$ cat config.mk
export PLATFORM = sky130hd
export DESIGN_NAME = float_result_queue
export DESIGN_NICKNAME = d
export VERILOG_FILES = /design/src/rtl/float_result_queue_pkg.sv /design/src/rtl/float_fifo.sv /design/src/rtl/float_result_queue.sv
export SDC_FILE = /design/constraint.sdc
export NUM_CORES = 1
export LEC_CHECK = 0
export CAP_MARGIN = 20
export CORE_UTILIZATION = 54
export CTS_CLUSTER_DIAMETER = 100
export CTS_CLUSTER_SIZE = 12
export DETAILED_ROUTE_END_ITERATION = 8
export GPL_TIMING_DRIVEN = 0
export PLACE_DENSITY = 0.87
export SKIP_LAST_GASP = 1
export SLEW_MARGIN = 20
export SYNTH_ARGS = -nofsm -noshare
export SYNTH_HDL_FRONTEND = slang
export SYNTH_SLANG_ARGS = --single-unit
$ cat constraint.sdc
create_clock -name clk -period 3.2 [get_ports clk]
set_input_delay 0.48 -clock clk [delete_from_list [all_inputs] [get_ports clk]]
set_output_delay 0.48 -clock clk [all_outputs]
set_load 0.02 [all_outputs]
$ cat src/rtl/float_result_queue_pkg.sv
// Shared single-precision field layout, result class encodings and the
// classifier used when results enter the queue.
package float_result_queue_pkg;

   localparam int unsigned FloatW = 32;
   localparam int unsigned ExpW   = 8;
   localparam int unsigned MantW  = 23;
   localparam int unsigned ExpLsb = MantW;
   localparam int unsigned ExpMsb = ExpLsb + ExpW - 1;
   localparam int unsigned ClsW   = 3;

   typedef enum logic [ClsW-1:0] {
      ClsNormal = 3'd0,
      ClsZero   = 3'd1,
      ClsSub    = 3'd2,
      ClsInf    = 3'd3,
      ClsNan    = 3'd4
   } fclass_e;

   function automatic fclass_e classify(input logic [FloatW-1:0] z);
      logic [ExpW-1:0]  e;
      logic [MantW-1:0] m;
      fclass_e          c;
      e = z[ExpMsb:ExpLsb];
      m = z[MantW-1:0];
      if (&e)        c = (|m) ? ClsNan : ClsInf;
      else if (~|e)  c = (|m) ? ClsSub : ClsZero;
      else           c = ClsNormal;
      return c;
   endfunction

endpackage

$ cat src/rtl/float_fifo.sv
// First-word-fall-through FIFO; the head entry is visible whenever valid=1.
module float_fifo #(
   parameter int unsigned Width = 35,
   parameter int unsigned Depth = 4,
   localparam int unsigned PtrW = $clog2(Depth),
   localparam int unsigned LvlW = $clog2(Depth) + 1
) (
   input  logic             clk,
   input  logic             rst_n,
   input  logic             push,
   input  logic             pop,
   input  logic [Width-1:0] wdata,
   output logic [Width-1:0] rdata,
   output logic             valid,
   output logic [LvlW-1:0]  level
);

   logic [Width-1:0] mem_q [Depth];
   logic [PtrW-1:0]  wr_ptr_q, rd_ptr_q;
   logic [LvlW-1:0]  cnt_q, cnt_d;
   logic             push_ok, pop_ok;

   assign push_ok = push && (cnt_q != LvlW'(Depth));
   assign pop_ok  = pop && (cnt_q != '0);

   always_comb begin
      cnt_d = cnt_q + LvlW'(push_ok) - LvlW'(pop_ok);
   end

   // Depth is a power of two, so pointers wrap by natural overflow.
   always_ff @(posedge clk or negedge rst_n) begin
      if (!rst_n) begin
         wr_ptr_q <= '0;
         rd_ptr_q <= '0;
         cnt_q    <= '0;
      end else begin
         if (push_ok) wr_ptr_q <= wr_ptr_q + 1'b1;
         if (pop_ok)  rd_ptr_q <= rd_ptr_q + 1'b1;
         cnt_q <= cnt_d;
      end
   end

   always_ff @(posedge clk) begin
      if (push_ok) mem_q[wr_ptr_q] <= wdata;
   end

   assign valid = (cnt_q != '0);
   assign level = cnt_q;
   assign rdata = valid ? mem_q[rd_ptr_q] : '0;

endmodule

$ cat src/rtl/float_result_queue.sv
// Queue for multiplier products: classifies each accepted result, stores the
// class alongside it, and keeps saturating NaN/inf/overflow counters.
module float_result_queue
   import float_result_queue_pkg::*;
#(
   parameter int unsigned DEPTH = 4,
   parameter int unsigned CNT_W = 16,
   localparam int unsigned LvlW = $clog2(DEPTH) + 1
) (
   input  logic              clk,
   input  logic              rst_n,
   input  logic              in_valid,
   output logic              in_ready,
   input  logic [31:0]       in_z,
   input  logic              in_overflow,
   output logic              out_valid,
   input  logic              out_ready,
   output logic [31:0]       out_z,
   output logic [2:0]        out_class,
   output logic [LvlW-1:0]   level,
   input  logic              clear,
   output logic [CNT_W-1:0]  nan_count,
   output logic [CNT_W-1:0]  inf_count,
   output logic [CNT_W-1:0]  ovf_count
);

   localparam int unsigned EntW = ClsW + FloatW;

   logic             rdy_q;
   logic             push, pop;
   fclass_e          in_cls;
   logic [EntW-1:0]  rdata;
   logic [CNT_W-1:0] nan_q, nan_d, inf_q, inf_d, ovf_q, ovf_d;

   // Holds in_ready low through reset and until the first edge after release.
   always_ff @(posedge clk or negedge rst_n) begin
      if (!rst_n) rdy_q <= 1'b0;
      else        rdy_q <= 1'b1;
   end

   assign in_ready = rdy_q && (level != LvlW'(DEPTH));
   assign push     = in_valid && in_ready;
   assign pop      = out_valid && out_ready;
   assign in_cls   = classify(in_z);

   float_fifo #(
      .Width (EntW),
      .Depth (DEPTH)
   ) u_fifo (
      .clk   (clk),
      .rst_n (rst_n),
      .push  (push),
      .pop   (pop),
      .wdata ({in_cls, in_z}),
      .rdata (rdata),
      .valid (out_valid),
      .level (level)
   );

   assign out_z     = rdata[FloatW-1:0];
   assign out_class = rdata[EntW-1:FloatW];

   always_comb begin
      nan_d = nan_q;
      inf_d = inf_q;
      ovf_d = ovf_q;
      if (clear) begin
         nan_d = '0;
         inf_d = '0;
         ovf_d = '0;
      end else if (push) begin
         if (in_cls == ClsNan && nan_q != '1) nan_d = nan_q + 1'b1;
         if (in_cls == ClsInf && inf_q != '1) inf_d = inf_q + 1'b1;
         if (in_overflow && ovf_q != '1)      ovf_d = ovf_q + 1'b1;
      end
   end

   always_ff @(posedge clk or negedge rst_n) begin
      if (!rst_n) begin
         nan_q <= '0;
         inf_q <= '0;
         ovf_q <= '0;
      end else begin
         nan_q <= nan_d;
         inf_q <= inf_d;
         ovf_q <= ovf_d;
      end
   end

   assign nan_count = nan_q;
   assign inf_count = inf_q;
   assign ovf_count = ovf_q;

endmodule

==> impl_metrics.ini <==
[run_status]
status = finished, final reports clean

[pwr]
max-vdd-ir-drop_v = 0.000441
cellPowerDensity_nw_per_um2 = 724
power_leakage_uw = 0.00372

[worst_setup_path]
ff2ff_path_depth = 9
arrival_ns = 2.57
path_max_fanout = 10
crit_path_end_kind = output pin
worstSetupPathType = reg2out
path_buf_inv = 3
crit_path_start_kind = register
cpLargestDelayFamily = buffers and inverters
cp.depth = 5
cp_cell_sequence = clkbuf_4 -> buf_4 -> mux4_2 -> and2_1 -> clkdlybuf4s50_1
crit_required_ns = 2.72
max_stage_delay_ns = 0.55
critPathSlowestCell = mux4_2

[grt]
antenna_found_initial = 0
grt_max_degree = 57
grt_pass1_vias = 5460
grt_pass1_wl_um = 29800
gr-total-overflow = 0
track_usage_pct = 24.7

[finish]
drive_above_1_share_pct = 14.4
area_growth_pct = 25.7
antenna_cells = 0
final_cell_count_no_fill = 935
design_area_um2 = 10700
utilization_pct = 70.0
fin_nets = 759

[timing]
slew_headroom_pct = 41.4
period_minus_slack_ns = 3.05
holdWs_ns = 0.0995
setup_tns_ns = 0
setup_viol_count_final = 0
rsz0062_at_grt = false
max_clock_freq_mhz = 328
period_share_pct = 95.2
finClkSkew_ns = 0.0128
hold_viol = 0
worstMarginPinSlew_ns = 0.877
maxSlewViolCount = 0

[die]
start_util_pct = 55.7
die_width_um = 128
dieArea_um2 = 16300
fp.dieH_um = 128
ioPinCount = 126
row_count = 45
core_um2 = 15300

[yosys]
syn-cell-area_um2 = 8530
syn-mean-instance-area_um2 = 15.1
syn_nets = 613
ys_warn_count = 0
yosysSeqAreaShare_pct = 65.7
netlist_instances = 565
synthDistinctLibCells = 52
synth_seq_cells = 196

[run]
cap_violations = 0

[clock_tree]
clock_path_buffers = 2
cts_buffers = 17
clock_sinks = 196
post_cts_hold_buffer_count = 0
cts_tree = built
clkLatencyLatePin_ns = 0.43
clkTransAtPathRegs_ns = 0.07
cts_max_level = 4
cts_root_buf = clkbuf_16

[drt]
ant_nets = 0
wire_per_inst_um = 20.0
drc = 0
viasPerCell = 5.81
totalWireLength_um = 18700
vias = 5431
drt_iter0_markers = 418
firstDrtPassIters = 4

[hold_path]
holdCritPathClass = in2async

[placement]
port_buffers = 124
dp.cells = 904
gp_congestion = 0.872
dpl.hpwl_um = 12800
placed_area_um2 = 10100
==> registers in the layout, indices dropped and copies added, names as in the netlist <==
register,count
u_fifo.mem_q,140
u_fifo.rd_ptr_q,2
u_fifo.wr_ptr_q,2
nan_count,16
ovf_count,16
inf_count,16
u_fifo.level,3
rdy_q,1
==> per-layer routing <==
layer  track usage, %  vias up  share of wire (%)  wire length [um]
met2             40.8      194                 51              9460
met1             32.2     2740                 41              7740
li1                 -     2484                  -                 -
met3             6.89       13                7.1              1330
met5                0        -                  0                 0
met4             7.27        0               0.96               179
==> synth_stat cells (all sizes together) <==
cell / number / share of area, %
a41oi: 1 / 0.10
nor3: 6 / 0.48
or2: 2 / 0.15
nand3b: 1 / 0.088
o2111ai: 3 / 0.31
o31ai: 10 / 0.88
dfrtp: 56 / 16
o31a: 1 / 0.10
a31oi: 1 / 0.073
nand4: 12 / 1.1
nor4: 14 / 1.2
o21ai: 17 / 1.0
ha: 9 / 1.3
and2: 42 / 3.1
mux2: 6 / 0.79
nor2: 24 / 1.1
o41ai: 1 / 0.10
or4: 9 / 0.79
a21oi: 28 / 1.6
and4: 7 / 0.75
mux4: 35 / 9.2
o211ai: 4 / 0.41
edfxtp: 140 / 49
nand3: 16 / 1.0
xnor2: 5 / 0.51
mux2i: 3 / 0.35
clkbuf: 17 / 0.75
nor3b: 3 / 0.26
and4bb: 1 / 0.15
and3: 6 / 0.44
inv: 10 / 0.44
nor2b: 7 / 0.51
nand2: 24 / 1.1
a211oi: 1 / 0.088
xor2: 12 / 1.2
buf: 10 / 0.81
o221ai: 1 / 0.31
or4b: 1 / 0.12
conb: 1 / 0.044
or3: 17 / 1.3
fa: 1 / 0.23
==> report_power, final <==
group          total [uW]  internal [uW]  switching, uW
logic                2630           1330           1300
clock network        2070           1160            909
registers            3070           2970           97.6
total                7770           5470           2300
==> final cells by class <==
class,instances,area (um^2)
Clock buffer,21,483
Sequential cell,196,5610
Tap cell,211,264
Fill cell,1045,4590
Clock inverter,11,103
Timing Repair Buffer,128,1330
Inverter,10,37.5
Buffer,26,146
Multi-Input combinational cell,332,2760
==> worst paths after layout <==
check                                               start                        end  slack [ns]
min in group clk                                    clear  inf_count[13]$_DFFE_PN0P_        0.54
hold reg to reg                  ovf_count[7]$_DFFE_PN0P_   ovf_count[7]$_DFFE_PN0P_        0.59
hold / removal                                      rst_n   inf_count[5]$_DFFE_PN0P_         0.1
setup / recovery           u_fifo.rd_ptr_q[0]$_DFFE_PN0P_                  out_z[26]        0.15
max in group asynchronous                           rst_n   ovf_count[0]$_DFFE_PN0P_        2.60
setup reg to reg                u_fifo.level[1]$_DFF_PN0_  u_fifo.level[2]$_DFF_PN0_        0.57
==> logic make-up (layout without fill, tap and decap cells) <==
kind of cell	Yosys count	after routing	synth area share, %
AO/OA/AOI/OAI	68	68	5.02
flip-flops	196	196	65.7
XOR/XNOR	17	17	1.75
AND/OR/NAND/NOR	192	192	13.6
buffers and inverters	37	196	1.99
adder cells (fa/ha/maj)	10	10	1.55
multiplexers	44	44	10.4
other	1	1	0.0440
==> cell usage in the layout (no fill, tap or decap), types with 7 or more instances in the layout <==
cell type | netlist | final
edfxtp_1 | 140 | 140
clkdlybuf4s50_1 | 0 | 123
dfrtp_1 | 56 | 56
and2_1 | 41 | 37
mux4_2 | 35 | 35
a21oi_1 | 28 | 28
nand2_1 | 24 | 24
nor2_1 | 24 | 24
clkbuf_16 | 0 | 19
o21ai_0 | 17 | 17
or3_1 | 16 | 16
clkbuf_1 | 17 | 15
nand3_1 | 15 | 15
nor4_1 | 13 | 13
xor2_1 | 12 | 12
inv_1 | 10 | 10
nand4_1 | 10 | 10
o31ai_1 | 10 | 10
or4_1 | 9 | 9
ha_1 | 9 | 9
nor2b_1 | 7 | 7
==> what timing repair did <==
item                                    CTS  global route
setup buffers                             0             0
endpoints found under the setup margin   29            11
resized for setup                         6             2
==> stage by stage <==
| stage | power [uW] | setup slack, ns |
|---|---|---|
| after floorplan | 4650 | 0.768 |
| after global placement | 5660 | -0.213 |
| after detailed placement | 5770 | 0.117 |
| after CTS | 7840 | 0.0247 |
| after global routing | 8100 | 0.00345 |
| final | 7770 | 0.153 |
Power figures use the tool's default switching activity.
